--- src/rtl/core_wb_pkg.sv ---
// Shared constants for the writeback arbiter: load size encodings and
// fixed producer channel assignments.
package core_wb_pkg;

  // Load size encodings on i_ld_size; any value with bit 1 set is a word.
  localparam logic [1:0] LD_BYTE = 2'b00;
  localparam logic [1:0] LD_HALF = 2'b01;
  localparam logic [1:0] LD_WORD = 2'b10;

  // Producer channel indices.
  localparam int WB_SRC_LSU = 0;
  localparam int WB_SRC_MUL = 1;
  localparam int WB_SRC_FPU = 2;
  localparam int WB_SRC_CSR = 3;

endpackage

--- src/rtl/core_wb_load_fmt.sv ---
// Combinational load formatter: selects a byte, half or word from the raw
// load data by address offset and sign- or zero-extends it to XLEN.
module core_wb_load_fmt
  import core_wb_pkg::*;
#(
  parameter int XLEN = 32
) (
  input  logic [XLEN-1:0] i_data,
  input  logic [1:0]      i_size,
  input  logic            i_unsigned,
  input  logic [1:0]      i_offset,
  output logic [XLEN-1:0] o_data
);

  logic [7:0]  w_byte;
  logic [15:0] w_half;

  // Lane selection then extension; offset bit 0 is ignored for halves
  // because misaligned halves never reach this point.
  always_comb begin
    w_byte = i_data[8*i_offset +: 8];
    w_half = i_data[16*i_offset[1] +: 16];
    o_data = i_data;
    if ((i_size & LD_WORD) == 2'b00) begin
      if (i_size == LD_HALF) begin
        o_data = {{(XLEN-16){w_half[15] & ~i_unsigned}}, w_half};
      end else begin
        o_data = {{(XLEN-8){w_byte[7] & ~i_unsigned}}, w_byte};
      end
    end
  end

endmodule

--- src/rtl/core_wb_arbiter.sv ---
// Writeback arbiter: one-entry holding buffer per producer channel, a
// round-robin grant of one buffered result per cycle, and a registered
// register-file write port. Channel 0 (load) is formatted at capture.
// Optional stall counter output enabled by macro CORE_WB_STALL_CNT_EN.
module core_wb_arbiter
  import core_wb_pkg::*;
#(
  parameter int XLEN    = 32,
  parameter int NUM_SRC = 4,
  parameter int RADDR_W = 5,
  localparam int SRC_W  = $clog2(NUM_SRC)
) (
  input  logic                       i_clk,
  input  logic                       i_rst_n,
  input  logic [NUM_SRC-1:0]         i_src_valid,
  output logic [NUM_SRC-1:0]         o_src_ready,
  input  logic [NUM_SRC*RADDR_W-1:0] i_src_rd,
  input  logic [NUM_SRC*XLEN-1:0]    i_src_data,
  input  logic [1:0]                 i_ld_size,
  input  logic                       i_ld_unsigned,
  input  logic [1:0]                 i_ld_offset,
  output logic                       o_wb_valid,
  output logic [RADDR_W-1:0]         o_wb_rd,
  output logic [XLEN-1:0]            o_wb_data,
  output logic [SRC_W-1:0]           o_wb_src
`ifdef CORE_WB_STALL_CNT_EN
  ,
  output logic [31:0]                o_stall_cnt
`endif
);

  logic [NUM_SRC-1:0]            r_full;
  logic [RADDR_W-1:0]            r_rd   [NUM_SRC];
  logic [XLEN-1:0]               r_data [NUM_SRC];
  logic [SRC_W-1:0]              r_ptr;
  logic                          r_wb_valid;
  logic [RADDR_W-1:0]            r_wb_rd;
  logic [XLEN-1:0]               r_wb_data;
  logic [SRC_W-1:0]              r_wb_src;

  logic                          w_gnt_any;
  logic [SRC_W-1:0]              w_gnt_idx;
  logic [NUM_SRC-1:0]            w_gnt_vec;
  logic [NUM_SRC-1:0]            w_accept;
  logic [XLEN-1:0]               w_ld_data;
  logic [NUM_SRC-1:0][XLEN-1:0]  w_cap_data;

  core_wb_load_fmt #(.XLEN(XLEN)) u_load_fmt (
    .i_data     (i_src_data[WB_SRC_LSU*XLEN +: XLEN]),
    .i_size     (i_ld_size),
    .i_unsigned (i_ld_unsigned),
    .i_offset   (i_ld_offset),
    .o_data     (w_ld_data)
  );

  // Capture data per channel: the load channel stores the formatted value.
  for (genvar gi = 0; gi < NUM_SRC; gi++) begin : g_cap
    if (gi == WB_SRC_LSU) begin : g_ld
      assign w_cap_data[gi] = w_ld_data;
    end else begin : g_raw
      assign w_cap_data[gi] = i_src_data[gi*XLEN +: XLEN];
    end
  end

  // Round-robin search: first full buffer at or after the pointer, wrapping.
  always_comb begin
    logic [SRC_W:0] w_cand;
    w_gnt_any = 1'b0;
    w_gnt_idx = '0;
    w_cand    = '0;
    for (int i = 0; i < NUM_SRC; i++) begin
      w_cand = {1'b0, r_ptr} + (SRC_W+1)'(i);
      if (w_cand >= (SRC_W+1)'(NUM_SRC)) begin
        w_cand = w_cand - (SRC_W+1)'(NUM_SRC);
      end
      if (!w_gnt_any && r_full[w_cand[SRC_W-1:0]]) begin
        w_gnt_any = 1'b1;
        w_gnt_idx = w_cand[SRC_W-1:0];
      end
    end
  end

  // One-hot grant vector derived from the winning index.
  always_comb begin
    w_gnt_vec = '0;
    if (w_gnt_any) begin
      w_gnt_vec[w_gnt_idx] = 1'b1;
    end
  end

  // A buffer being drained this cycle can be refilled in the same cycle.
  assign o_src_ready = ~r_full | w_gnt_vec;
  assign w_accept    = i_src_valid & o_src_ready;

  // Holding buffers: capture wins over drain so a refill keeps the slot full.
  always_ff @(posedge i_clk or negedge i_rst_n) begin
    if (!i_rst_n) begin
      r_full <= '0;
      for (int k = 0; k < NUM_SRC; k++) begin
        r_rd[k]   <= '0;
        r_data[k] <= '0;
      end
    end else begin
      for (int k = 0; k < NUM_SRC; k++) begin
        if (w_accept[k]) begin
          r_full[k] <= 1'b1;
          r_rd[k]   <= i_src_rd[k*RADDR_W +: RADDR_W];
          r_data[k] <= w_cap_data[k];
        end else if (w_gnt_vec[k]) begin
          r_full[k] <= 1'b0;
        end
      end
    end
  end

  // Registered write port and pointer advance; writes to x0 are dropped.
  always_ff @(posedge i_clk or negedge i_rst_n) begin
    if (!i_rst_n) begin
      r_wb_valid <= 1'b0;
      r_wb_rd    <= '0;
      r_wb_data  <= '0;
      r_wb_src   <= '0;
      r_ptr      <= '0;
    end else if (w_gnt_any) begin
      r_wb_valid <= (r_rd[w_gnt_idx] != '0);
      r_wb_rd    <= r_rd[w_gnt_idx];
      r_wb_data  <= r_data[w_gnt_idx];
      r_wb_src   <= w_gnt_idx;
      r_ptr      <= (w_gnt_idx == SRC_W'(NUM_SRC-1)) ? '0 : w_gnt_idx + 1'b1;
    end else begin
      r_wb_valid <= 1'b0;
    end
  end

  assign o_wb_valid = r_wb_valid;
  assign o_wb_rd    = r_wb_rd;
  assign o_wb_data  = r_wb_data;
  assign o_wb_src   = r_wb_src;

`ifdef CORE_WB_STALL_CNT_EN
  logic [31:0] r_stall_cnt;

  // Saturating count of cycles where some producer is held off.
  always_ff @(posedge i_clk or negedge i_rst_n) begin
    if (!i_rst_n) begin
      r_stall_cnt <= '0;
    end else if ((|(i_src_valid & ~o_src_ready)) && (r_stall_cnt != 32'hFFFF_FFFF)) begin
      r_stall_cnt <= r_stall_cnt + 32'd1;
    end
  end

  assign o_stall_cnt = r_stall_cnt;
`endif

endmodule
--- config.mk ---
export PLATFORM = sky130hd
export DESIGN_NAME = core_wb_arbiter
export DESIGN_NICKNAME = d
export VERILOG_FILES = /design/src/rtl/core_wb_pkg.sv /design/src/rtl/core_wb_load_fmt.sv /design/src/rtl/core_wb_arbiter.sv
export SDC_FILE = /design/constraint.sdc
export NUM_CORES = 1
export LEC_CHECK = 0
export CAP_MARGIN = 5
export CORE_UTILIZATION = 52
export CTS_BUF_LIST = sky130_fd_sc_hd__clkbuf_4 sky130_fd_sc_hd__clkbuf_8
export CTS_CLUSTER_DIAMETER = 80
export DETAILED_ROUTE_END_ITERATION = 8
export PLACE_DENSITY = 0.82
export SYNTH_ARGS = -nofsm -noshare
export SYNTH_HDL_FRONTEND = slang
export SYNTH_HIERARCHICAL = 1
export SYNTH_SLANG_ARGS = --single-unit
--- constraint.sdc ---
create_clock -name i_clk -period 3.2 [get_ports i_clk]
set_input_delay 0.64 -clock i_clk [delete_from_list [all_inputs] [get_ports i_clk]]
set_output_delay 0.64 -clock i_clk [all_outputs]
set_load 0.02 [all_outputs]
Word level (Yosys, flattened, before mapping) --
Cells that the tools add are included.
Word-level totals: bits in registers 194, word-level logic and storage cells 101, output and inout port bits 44
Cells by class: $lt $le $gt $ge 11, muxes and demuxes 41, equal/unequal tests 2, shift operators 2, reduce and logical (&&, ||, !) cells 13, bitwise logic cells 7, add/subtract/negate cells 8
Operators with widths (count):
- $mux W32 | 4
- $bmux W32 S2 | 1
- $shiftx A32 B6 Y16 | 1
- $shiftx A32 B6 Y8 | 1
- $mux W1 | 18
- $mux W2 | 9
- $lt A2 B3 Y1 const B | 5
- $ge A3 B3 Y1 const B | 4
- $bmux W5 S2 | 1
- $mux W5 | 2
- $bmux W1 S2 | 4
- $reduce_bool A2 Y1 | 4
- $sub A2 B1 Y2 const B | 4
- $add A2 B2 Y3 const B | 2
- $reduce_bool A5 Y1 | 1
- $and A4 B4 Y4 | 1
- $logic_and A1 B1 Y1 | 4
- $mux W4 | 1
- $not A4 Y4 | 1
- $or A4 B4 Y4 | 1
- $add A2 B1 Y3 const B | 1
- $ge A2 B3 Y1 const B | 1
- $logic_not A1 Y1 | 3
- $not A2 Y3 | 1
- 8 further kinds | 9

Longest topological paths before layout --
Gate-level depths: netlist (run 1).
word-level depth 22, depth in mapped cells 13, mapped depth without buffers 8

Hierarchy --
The synthesis (run 1) kept the hierarchy.
Modules (own cells, without submodules):
- core_wb_arbiter | cells an instance 593, area each 8320.5 sq um, instances 1, sequential area each 4854.7 sq um
- core_wb_load_fmt | cells an instance 94, area each 679.4 sq um, instances 1, sequential area each 0.0 sq um

Least setup slack after synthesis (run 1) --
Ideal clock, no wire load.
kind reg2reg, from register r_ptr[0], to register r_data[101] (netlist bit), path slack 92 ps, buffers on the path 4, clock period less this slack 3108 ps, data required time 3075 ps, cell stages (with the launch flop) 12, arrival 2983 ps, cell sequence dfrtp_1 -> nor2b_1 -> a211o_1 -> or2_1 -> buf_2 -> buf_6 -> clkbuf_1 -> ha_1 -> nand2b_1 -> nand2_1 -> clkbuf_1 -> mux2_2
Between the ends: word-level cells in the longest chain between the ends 21, elaborated cells on any way between the ends 45, those cells by class add/sub: 7; order compare: 6; mux: 23; bitwise: 2; reduce/logical: 7
RTL lines:
- start: declaration | RTL line core_wb_arbiter.sv:35 | logic [SRC_W-1:0] r_ptr;
- start signal: assignment | RTL line core_wb_arbiter.sv:129 | r_ptr <= (w_gnt_idx == SRC_W'(NUM_SRC-1)) ? '0 : w_gnt_idx + 1'b1;
- parallel branches: the longest is 18 deep, another holds $add A2 B1 Y3
- $mux W4 (*) | RTL line core_wb_arbiter.sv:86 | if (w_gnt_any) begin
- $or A4 B4 Y4 (*) | RTL line core_wb_arbiter.sv:92 | assign o_src_ready = ~r_full | w_gnt_vec;
- named net o_src_ready[0] | RTL line core_wb_arbiter.sv:16 | output logic [NUM_SRC-1:0] o_src_ready,
- $and A4 B4 Y4 (*) | RTL line core_wb_arbiter.sv:93 | assign w_accept = i_src_valid & o_src_ready;
- end signal: indexed assignment | RTL line core_wb_arbiter.sv:108 | r_data[k] <= w_cap_data[k];
- end: declaration | RTL line core_wb_arbiter.sv:34 | logic [XLEN-1:0] r_data [NUM_SRC];
Mark *: on every way through the listed nets, which the timed path passes. The select of a mux whose other input is x is not followed. A chain may end at the register's enable or synchronous reset.

Worst setup path in the final report (run 1) --
from register r_ptr[0], to output o_src_ready[3]
Between the ends: word-level cells in the longest chain between the ends 20, elaborated cells on any way between the ends 44, those cells by class add/sub: 7; order compare: 6; mux: 23; bitwise: 1; reduce/logical: 7
RTL lines:
- parallel branches: the longest is 13 deep, another holds $add A2 B1 Y3
- $mux W2 (*) | RTL line core_wb_arbiter.sv:76 | if (!w_gnt_any && r_full[w_cand[SRC_W-1:0]]) begin
- named net w_gnt_idx[1] | RTL line core_wb_arbiter.sv:42 | logic [SRC_W-1:0] w_gnt_idx;
- $lt A2 B3 Y1 (not written as such) / $ge A2 B1 Y1 (equally long branches) | RTL line core_wb_arbiter.sv:87 | w_gnt_vec[w_gnt_idx] = 1'b1;
- $logic_and A1 B1 Y1 (not written as such) | RTL line core_wb_arbiter.sv:87
- $mux W1 (not written as such) | RTL line core_wb_arbiter.sv:87
- $demux W1 S2 (*) | RTL line core_wb_arbiter.sv:87
- $mux W4 (*) | RTL line core_wb_arbiter.sv:86
- $or A4 B4 Y4 (*) | RTL line core_wb_arbiter.sv:92
- end: declaration | RTL line core_wb_arbiter.sv:16
Marks and branches as above.

==> results of run 1 <==
## cell families after synthesis
kind of cell | count (synthesis)
AOI/OAI and AO/OA | 85
adders and majority gates | 4
buffers and inverters | 53
DFF | 194
muxes | 247
and+or+nand+nor | 104
## cell type report
class | count | area [um2] | share of cell area [%]
tap | 220 | 275.3 | 2.342
sequential | 194 | 4855 | 41.30
inverter | 9 | 33.78 | 0.2874
clock buffer | 21 | 276.5 | 2.353
multi-input combinational | 440 | 3891 | 33.11
timing repair buffer | 219 | 2225 | 18.93
clock inverter | 11 | 197.7 | 1.682
## stage by stage
step | hold slack [ns] | setup slack, ns | std cells | instance area [um2]
floorplan | 0.3444 | 0.09194 | 687 | 9000
finish | 0.2307 | 0.1280 | 1114 | 11750
global route | 0.3014 | 0.004785 | 1114 | 11750
CTS | 0.2607 | 0.1137 | 1114 | 11750
global placement | 0.4647 | 0.4465 | 1082 | 11280
detailed placement | 0.4775 | 0.3586 | 1082 | 11280
## final timing paths
| kind | from | endpoint | depth (start not counted) |
|---|---|---|---|
| setup / recovery | r_ptr[0] | o_src_ready[3] | 7 |
| hold / removal | i_rst_n | r_rd[14] | 1 |
| setup reg to reg | r_ptr[1] | r_data[41] | 9 |
| hold reg to reg | o_wb_src[0] | o_wb_src[0] | 2 |
| max in group asynchronous | i_rst_n | o_wb_data[16] | 2 |
| min in group i_clk | o_wb_src[0] | o_wb_src[0] | 2 |
## flip-flops by register name (all words and copies together), names as in the netlist
signal / cells
r_rd: 20
o_wb_valid: 1
r_data: 128
r_full: 4
o_wb_data: 32
o_wb_rd: 5
o_wb_src: 2
r_ptr: 2
## layer usage
metal	up-vias	GRT usage (%)	routed length, um
li1	2874	-	-
met1	3198	32.64	9296
met2	202	44.79	11300
met3	36	7.420	1520
met4	0	9.533	527
met5	-	0	0
## power by group through the flow
stage	clock, mW	sequential, mW	combinational, mW
2_1_floorplan	0	4.58	4.46
3_3_place_gp	0	4.44	6.39
3_5_place_dp	0	4.52	6.64
4_1_cts	1.88	4.48	6.68
5_1_grt	1.98	4.62	7.09
6_report	1.84	4.49	6.63
## Yosys cell counts, types with 2 or more instances
| cell type | instances |
|---|---|
| o211ai_1 | 4 |
| clkbuf_1 | 19 |
| a221o_1 | 15 |
| nor3_1 | 7 |
| dfrtp_1 | 194 |
| nand2_1 | 66 |
| nor2_1 | 2 |
| ha_1 | 4 |
| buf_4 | 3 |
| a21o_1 | 2 |
| mux2_2 | 165 |
| o21ai_0 | 13 |
| mux2i_1 | 79 |
| o21ai_1 | 24 |
| inv_1 | 8 |
| nand3_1 | 2 |
| o221ai_1 | 20 |
| buf_2 | 15 |
| nand2b_1 | 9 |
| a21oi_1 | 2 |
| nor2b_1 | 10 |
| buf_6 | 5 |
==> flow_summary.toml, run 1 <==
[run_status]
outcome = "finished, final reports clean"

[pwr]
p_per_area_nw_per_um2 = 1103
switchingPower_mw = 4.695
power_leakage_nw = 5.071
power_mw = 12.97
irDropWorstVdd_mv = 0.7629
sw_frac_of_total_pct = 36.21
p_clk_share_pct = 14.2
share_seq_of_total_power_pct = 34.6
pwr-share-comb_pct = 51.2
intPower_mw = 8.272

[route]
drt_first_pass_iters = 7
routed_via_density = 5.664
vias = 6310
drt_wl_total_mm = 22.64
drtAntennaViolNets = 0
drt-initial-drc-count = 389
drc_errors = 0
wl_per_cell_um = 20.32

[floorplanning]
core_area_um2 = 16760
io_pins = 203
die_h_um = 133.6
num_rows = 47
dieArea_um2 = 17840
initial_core_util_pct = 53.70
die_w_um = 133.6

[setup_path]
worstPathArrival_ns = 2.43
cp_top_family = "simple AND/OR/NAND/NOR gates"
slowest_stage = "dfrtp_1"
critPathKind = "reg -> out"
crit_path_max_incr_delay_ns = 0.43
path_buf_inv = 2
critPathMaxFanout = 5
r2r_slack_ns = 0.49
critPathCaptureType = "primary output"
worstPathRequired_ns = 2.56
startpoint_type = "flop"
crit_chain = "nor2b_1 -> a211o_1 -> or2_4 -> inv_1 -> ha_1 -> or2b_1 -> dlygate4sd2_1"

[yosys]
synth_xor_xnor_area_share_pct = 0
ys_seq_area_share_pct = 53.94
async_flop_share_pct = 100.0
yosys.area_share.adder_pct = 0.5561
yosys.area_share.simple_pct = 5.450
synthFlopType = "dfrtp_1"
syn_nets = 850
ys_types = 41
ys_warn_count = 6
yosys-top-cells-area = "dfrtp_1, mux2_2, mux2i_1, nand2_1, o221ai_1"
synth_top_area_share_pct = 53.94
synth-seq-cells = 194
yosysTopAreaCell = "dfrtp_1"
synthCells = 687
avgSynthCellArea_um2 = 13.10
synth_compound_area_share_pct = 6.840
synth_top_family_by_area = "multiplexers"
synth_mux_area_share_pct = 30.10
synth.cell_area_um2 = 9000
synth-edff-count = 0

[clocking]
clockBufferDepth = 2
cts.sinks = 194
cts_buffers = 17
cts_setup_buffers = 0
cts_resized = 5
cts.clk_slew.worst_paths_ns = 0.10
htreeDepth = 4
cts-root-buf = "clkbuf_8"
postCtsHoldBufs = 0
clock_latency_ns = 0.47
cts_tree = "done"

[placed_design]
gp_congestion = 0.8134
io_buffers = 202
hpwlAfterDp_mm = 16.02

[sta]
final_hold_viol_count = 0
max_freq_ghz = 0.3255
setup_viol_count_final = 0
max_slew_margin_pct = 47.01
clock_skew_ns = 0.01595
drv_slew = 0
fin_crit_sh_pct = 96.00
fin_crit_ns = 3.072
rsz0062_at_grt = "no"
worstMarginPinSlew_ns = 0.7948
finalSetupTns_ns = 0

[final_layout]
n_antenna_cell = 0
final_cell_mix = "clkdlybuf4s50_1, dfrtp_1, mux2_2"
area_delta_synth_final_pct = 30.60
drive_gt1_share_pct = 25.73
fin_nets = 1044
nFillCells = 1181
final_core_util_pct = 70.13
final_common_cell = "clkdlybuf4s50_1"

[hold_path]
min_path_type = "in -> async"

[grt]
first_global_vias = 6816
grt_first_pass_wirelength_mm = 36.22
grt_max_degree = 98
antenna_found_initial = 1
grtUsageTotal_pct = 26.56
overflow = 0

[run]
maxCapViolCount = 0
No activity file was read; power rests on OpenSTA's default activity.
==> run 2, diff against run 1 <==
--- a/config.mk
+++ b/config.mk
@@ -6,12 +6,13 @@
 export NUM_CORES = 1
 export LEC_CHECK = 0
 export CAP_MARGIN = 5
+export CORE_MARGIN = 8
 export CORE_UTILIZATION = 52
 export CTS_BUF_LIST = sky130_fd_sc_hd__clkbuf_4 sky130_fd_sc_hd__clkbuf_8
 export CTS_CLUSTER_DIAMETER = 80
 export DETAILED_ROUTE_END_ITERATION = 8
-export PLACE_DENSITY = 0.82
+export PLACE_DENSITY = 0.83
 export SYNTH_ARGS = -nofsm -noshare
 export SYNTH_HDL_FRONTEND = slang
-export SYNTH_HIERARCHICAL = 1
 export SYNTH_SLANG_ARGS = --single-unit
+export TNS_END_PERCENT = 30
==> run 2 against run 1 <==
  * Clock-buffer cell count rose by 2
  * Flip-flop and latch count unchanged
  * Largest power group unchanged
  * Via count up 1.0%
  * Cell area is 2.6% lower
  * Combinational power shrank 8.3%
  * Core utilization decreased by 0.61 points
  * Critical path depth stayed put
  * Clock skew shrank 0.0025 ns
  * Synthesized cell count increased by 2.8%
  * Die area rose by 19%
==> flow_summary.toml, run 2 <==
[yosys]
synth.cells.most_frequent = "dfrtp_1, mux2_2, nand2_1"
synthFlopType = "dfrtp_1"
ys_warn_count = 0
avgSynthCellArea_um2 = 12.36
synthCells = 706
synth.most_common_cell = "dfrtp_1"
ys_seq_area_share_pct = 55.65
yosys-top-cells-area = "dfrtp_1, mux2_2, mux2i_1, nand2_1, o221ai_1"
synth-edff-count = 0
ys_types = 43
synth.cell_area_um2 = 8723
synth-seq-cells = 194
yosysTopAreaCell = "dfrtp_1"
synth_top_area_share_pct = 55.65
async_flop_share_pct = 100.0
syn_nets = 869

[setup_path]
worstPathRequired_ns = 2.56
critPathKind = "reg -> out"
r2r_slack_ns = 0.64
startpoint_type = "flop"
critPathMaxFanout = 11
critPathCaptureType = "primary output"
worstPathArrival_ns = 2.43
rr_worst_depth = 9
reg2reg_from = "r_ptr[1]"
r2r_end = "r_data[109]"

[final_layout]
final_cell_mix = "clkdlybuf4s50_1, dfrtp_1, mux2_2"
drive_gt1_share_pct = 21.00
final_core_util_pct = 69.52
multi_input_area_um2 = 3690
regArea_um2 = 4856
top_register = "r_data"
nFillCells = 1233
largest_reg_flops = 128
final_area_um2 = 11450
fin_nets = 1070
final_common_cell = "clkdlybuf4s50_1"
n_antenna_cell = 0
area_delta_synth_final_pct = 31.22

[run]
maxCapViolCount = 0

[pwr]
p_per_area_nw_per_um2 = 1057
power_mw = 12.10
irDropWorstVdd_mv = 0.6912
power_leakage_nw = 4.873

[route]
drc_errors = 0
drt_first_pass_iters = 6
routed_via_density = 5.598
vias = 6376
drt-initial-drc-count = 410
drt_wl_total_mm = 23.50
drtAntennaViolNets = 0
wl_per_cell_um = 20.63

[grt]
first_global_vias = 6886
antenna_found_initial = 0
overflow = 0
grt_max_degree = 73
grtUsageTotal_pct = 22.42
grt_first_pass_wirelength_mm = 37.74

[clocking]
cts-root-buf = "clkbuf_8"
htreeDepth = 4
cts.clk_slew.worst_paths_ns = 0.09
clockBufferDepth = 2
clock_latency_ns = 0.46
cts_buffers = 17
cts_tree = "done"
cts.sinks = 194
postCtsHoldBufs = 0

[sta]
setup_slack_ns = 0.1321
rsz0062_at_grt = "no"
fin_crit_sh_pct = 95.87
worstMarginPinSlew_ns = 0.8742
finalSetupTns_ns = 0
fin_crit_ns = 3.068
setup_viol_count_final = 0
final_hold_viol_count = 0
clock_skew_ns = 0.01349
max_slew_margin_pct = 41.27
drv_slew = 0
max_freq_ghz = 0.3260

[floorplanning]
die_h_um = 145.5
initial_core_util_pct = 52.98
num_rows = 47
io_pins = 203
dieArea_um2 = 21180
die_w_um = 145.5
core_area_um2 = 16470

[run_status]
outcome = "finished, final reports clean"

[placed_design]
place_area_um2 = 11050
hpwlAfterDp_mm = 17.21
post-place-ws_ns = 0.1982
io_buffers = 202
gp_congestion = 0.8953

[hold_path]
min_path_type = "in -> async"
run 2: cell count changes in the layout (fill, tap and decap cells not counted), sizes merged, moves of 5 or more:
cell and change:
a221o -15, a31oi +16, o21ai -6, mux2 -38
a22oi +6, clkinvlp +5, nor2 +20, o22ai +8
inv -7, nor3 -5, nand2 +29, a221oi +7
a21oi +10, nor2b -10
run 2: timing repair:
item | in CTS | in global routing
endpoints found under the hold margin | 0 | 0
buffers inserted | 0 | 1
pin swaps | 1 | 1
gates resized for setup | 7 | 1
endpoints found under the setup margin | 4 | 1
run 2: final cells by class:
type                    instances  share of cell area, %
clock buffers                  23                  2.601
multi-input cells             466                  32.23
clock inverters                 8                 0.6995
inverters                       5                 0.1749
well taps                     220                  2.405
flip-flops and latches        194                  42.42
repair buffers                223                  19.47
run 2: logic make-up after synthesis:
logic type / Yosys count / synth area share, %
AOI/OAI and AO/OA: 114 / 8.850
adders and majority gates: 4 / 0.5737
buffers and inverters: 46 / 2.438
DFF: 194 / 55.65
muxes: 207 / 25.59
and+or+nand+nor: 141 / 6.899
run 2: report_power, final:
group          leakage, nW  total, mW  internal, mW  switching, mW
combinational         2.41       6.08          3.11           2.96
clock                0.177       1.53         0.698          0.829
sequential            2.28       4.50          3.76          0.736
total                 4.87       12.1          7.57           4.53
run 2: metal layers:
| layer | vias up | routed length (um) | global-route usage, % |
|---|---|---|---|
| li1 | 2948 | - | - |
| met1 | 3164 | 10230 | 28.77 |
| met2 | 233 | 11400 | 36.12 |
| met3 | 31 | 1562 | 6.841 |
| met4 | 0 | 310 | 6.247 |
| met5 | - | 0 | 0 |
run 2: critical path, cell delays in order (launching register included):
cell and delay [ns]:
dfrtp_1 0.45, inv_1 0.13, a311oi_4 0.38, nor2_4 0.09
buf_4 0.21, ha_1 0.18, nand2b_1 0.18, dlygate4sd2_1 0.35
run 2: worst max-delay path by stage:
stage / startpoint / to / slack (ns) / cells after the start
floorplan: r_ptr[1] / r_data[33] / 0.26 / 10
global placement: r_full[2] / o_src_ready[3] / 0.29 / 7
detailed placement: r_full[2] / o_src_ready[3] / 0.20 / 7
CTS: r_full[2] / o_src_ready[3] / 0.02 / 7
global route: r_full[1] / o_src_ready[3] / 0.004 / 7
finish: r_full[1] / o_src_ready[3] / 0.13 / 7
run 2: metrics by stage:
stage	hold WS, ns	std cells
2_1_floorplan	0.3444	706
3_3_place_gp	0.4611	1107
3_5_place_dp	0.4696	1107
4_1_cts	0.1291	1138
5_1_grt	0.1382	1139
6_report	0.1247	1139
==> run 3, diff against run 2 <==
--- a/config.mk
+++ b/config.mk
@@ -7,11 +7,11 @@
 export LEC_CHECK = 0
 export CAP_MARGIN = 5
 export CORE_MARGIN = 8
-export CORE_UTILIZATION = 52
+export CORE_UTILIZATION = 56
 export CTS_BUF_LIST = sky130_fd_sc_hd__clkbuf_4 sky130_fd_sc_hd__clkbuf_8
 export CTS_CLUSTER_DIAMETER = 80
 export DETAILED_ROUTE_END_ITERATION = 8
-export PLACE_DENSITY = 0.83
+export PLACE_DENSITY = 0.88
 export SYNTH_ARGS = -nofsm -noshare
 export SYNTH_HDL_FRONTEND = slang
 export SYNTH_SLANG_ARGS = --single-unit
==> constraint.sdc (replaced) <==
create_clock -name i_clk -period 3.88 [get_ports i_clk]
set_input_delay 0.776 -clock i_clk [delete_from_list [all_inputs] [get_ports i_clk]]
set_output_delay 0.776 -clock i_clk [all_outputs]
set_load 0.02 [all_outputs]
==> run 3 against run 2 <==
  * Power decreased by 15%
  * First-iteration DRC count increased by 35%
  * Routed wire length increased by 4.1%
  * Critical path type unchanged
  * Largest power group unchanged
==> flow_summary.toml, run 3 (synthesis gave the netlist of run 2 again) <==
[sta]
hold_ws_ns = 0.3188
worstMarginPinSlew_ns = 1.067
setup_slack_ns = 0.3149
finalSetupTns_ns = 0
clock_skew_ns = 0.01177
fin_crit_ns = 3.565
drv_slew = 0
setup_viol_count_final = 0
max_slew_margin_pct = 28.60
max_freq_ghz = 0.2805
final_hold_viol_count = 0
fin_crit_sh_pct = 91.88
rsz0062_at_grt = "no"

[route]
drt_first_pass_iters = 5
vias = 6493
drc_errors = 0
drt_wl_total_mm = 24.47
drtAntennaViolNets = 0
routed_via_density = 5.892
drt-initial-drc-count = 555
wl_per_cell_um = 22.21

[final_layout]
fin_nets = 1064
finalNonFillerCells = 1102
largest_reg_flops = 128
n_antenna_cell = 0
area_delta_synth_final_pct = 30.48
final_common_cell = "clkdlybuf4s50_1"
final_cell_mix = "clkdlybuf4s50_1, dfrtp_1, mux2_2"
final_core_util_pct = 74.87
top_register = "r_data"
drive_gt1_share_pct = 20.35

[grt]
grtUsageTotal_pct = 25.21
globalRouteMet1Util_pct = 31.68
overflow = 0
grt_use_met3_pct = 6.381
grtUsageMet2_pct = 41.00
antenna_found_initial = 1
grt_first_pass_wirelength_mm = 38.81
grt_max_degree = 99
first_global_vias = 7073
busiest_layer = "met2"

[pwr]
irDropWorstVdd_mv = 0.6209
intPower_mw = 6.409
sw_frac_of_total_pct = 37.63
pwr-share-comb_pct = 48.9
p_clk_share_pct = 14.8
p_per_area_nw_per_um2 = 902.8
share_seq_of_total_power_pct = 36.3
switchingPower_mw = 3.866
power_leakage_nw = 4.869

[floorplanning]
num_rows = 45
dieArea_um2 = 19830
die_h_um = 140.8
core_area_um2 = 15200
io_pins = 203
initial_core_util_pct = 57.38
die_w_um = 140.8

[placed_design]
hpwlAfterDp_mm = 17.75
io_buffers = 202
dp.cells = 1070
gp_congestion = 0.8615
post-place-ws_ns = 0.7780

[clocking]
cts_setup_buffers = 0
postCtsHoldBufs = 0
cts-root-buf = "clkbuf_8"
cts.clk_slew.worst_paths_ns = 0.10
clock_latency_ns = 0.47
htreeDepth = 4
cts_buffers = 17
cts_tree = "done"
clockBufferDepth = 2
cts.sinks = 194
cts_resized = 0

[setup_path]
startpoint = "r_full[2]"
worstPathRequired_ns = 3.10
critPathMaxFanout = 8
critPathCaptureType = "primary output"
reg2reg_from = "r_full[2]"
critPathKind = "reg -> out"
startpoint_type = "flop"
worstPathArrival_ns = 2.79

[run_status]
outcome = "finished, final reports clean"

[hold_path]
min_path_type = "in -> async"

[run]
maxCapViolCount = 0
run 3: layout make-up:
type	count	area (um2)
inverter	5	20.02
sequential	194	4855
clock buffer	17	234.0
multi-input combinational	466	3670
tap	188	235.2
clock inverter	15	230.2
fill	949	3820
timing repair buffer	217	2138
run 3: power groups by stage:
stage	clock network, mW	registers, mW	logic [mW]
after floorplan	0	3.79	3.30
after detailed placement	0	3.75	5.03
after CTS	1.55	3.72	5.06
final	1.52	3.73	5.02
after global routing	1.62	3.84	5.43
after global placement	0	3.67	4.81
run 3: per-layer routing:
metal	up-vias	share of wire, %
met4	2	2.4
met5	-	0.053
li1	2940	-
met1	3201	42
met3	56	7.3
met2	294	48
run 3: worst max-delay path, cell delays in order, from the launching register on:
cell and delay [ns]:
dfrtp_1 0.46, and2b_1 0.21, a311oi_2 0.47, nor2_4 0.10
clkinv_2 0.14, ha_1 0.15, nand2b_1 0.16, clkdlybuf4s50_1 0.64
run 3: path summary, 6_finish.rpt:
| check | end | slack [ns] | depth (start not counted) |
|---|---|---|---|
| max | o_src_ready[0] | 0.31 | 7 |
| min | r_rd[10] | 0.32 | 1 |
| max reg2reg | r_data[12] | 0.91 | 8 |
| min reg2reg | o_wb_data[30] | 0.49 | 2 |
| max in group asynchronous | r_rd[13] | 2.63 | 2 |
| min in group i_clk | o_wb_data[30] | 0.49 | 2 |
run 3: metrics by stage:
step / cell area, um2 / power (mW)
2_1_floorplan: 8723 / 7.088
3_3_place_gp: 10920 / 8.487
3_5_place_dp: 10920 / 8.780
4_1_cts: 11380 / 10.33
5_1_grt: 11380 / 10.88
6_report: 11380 / 10.28
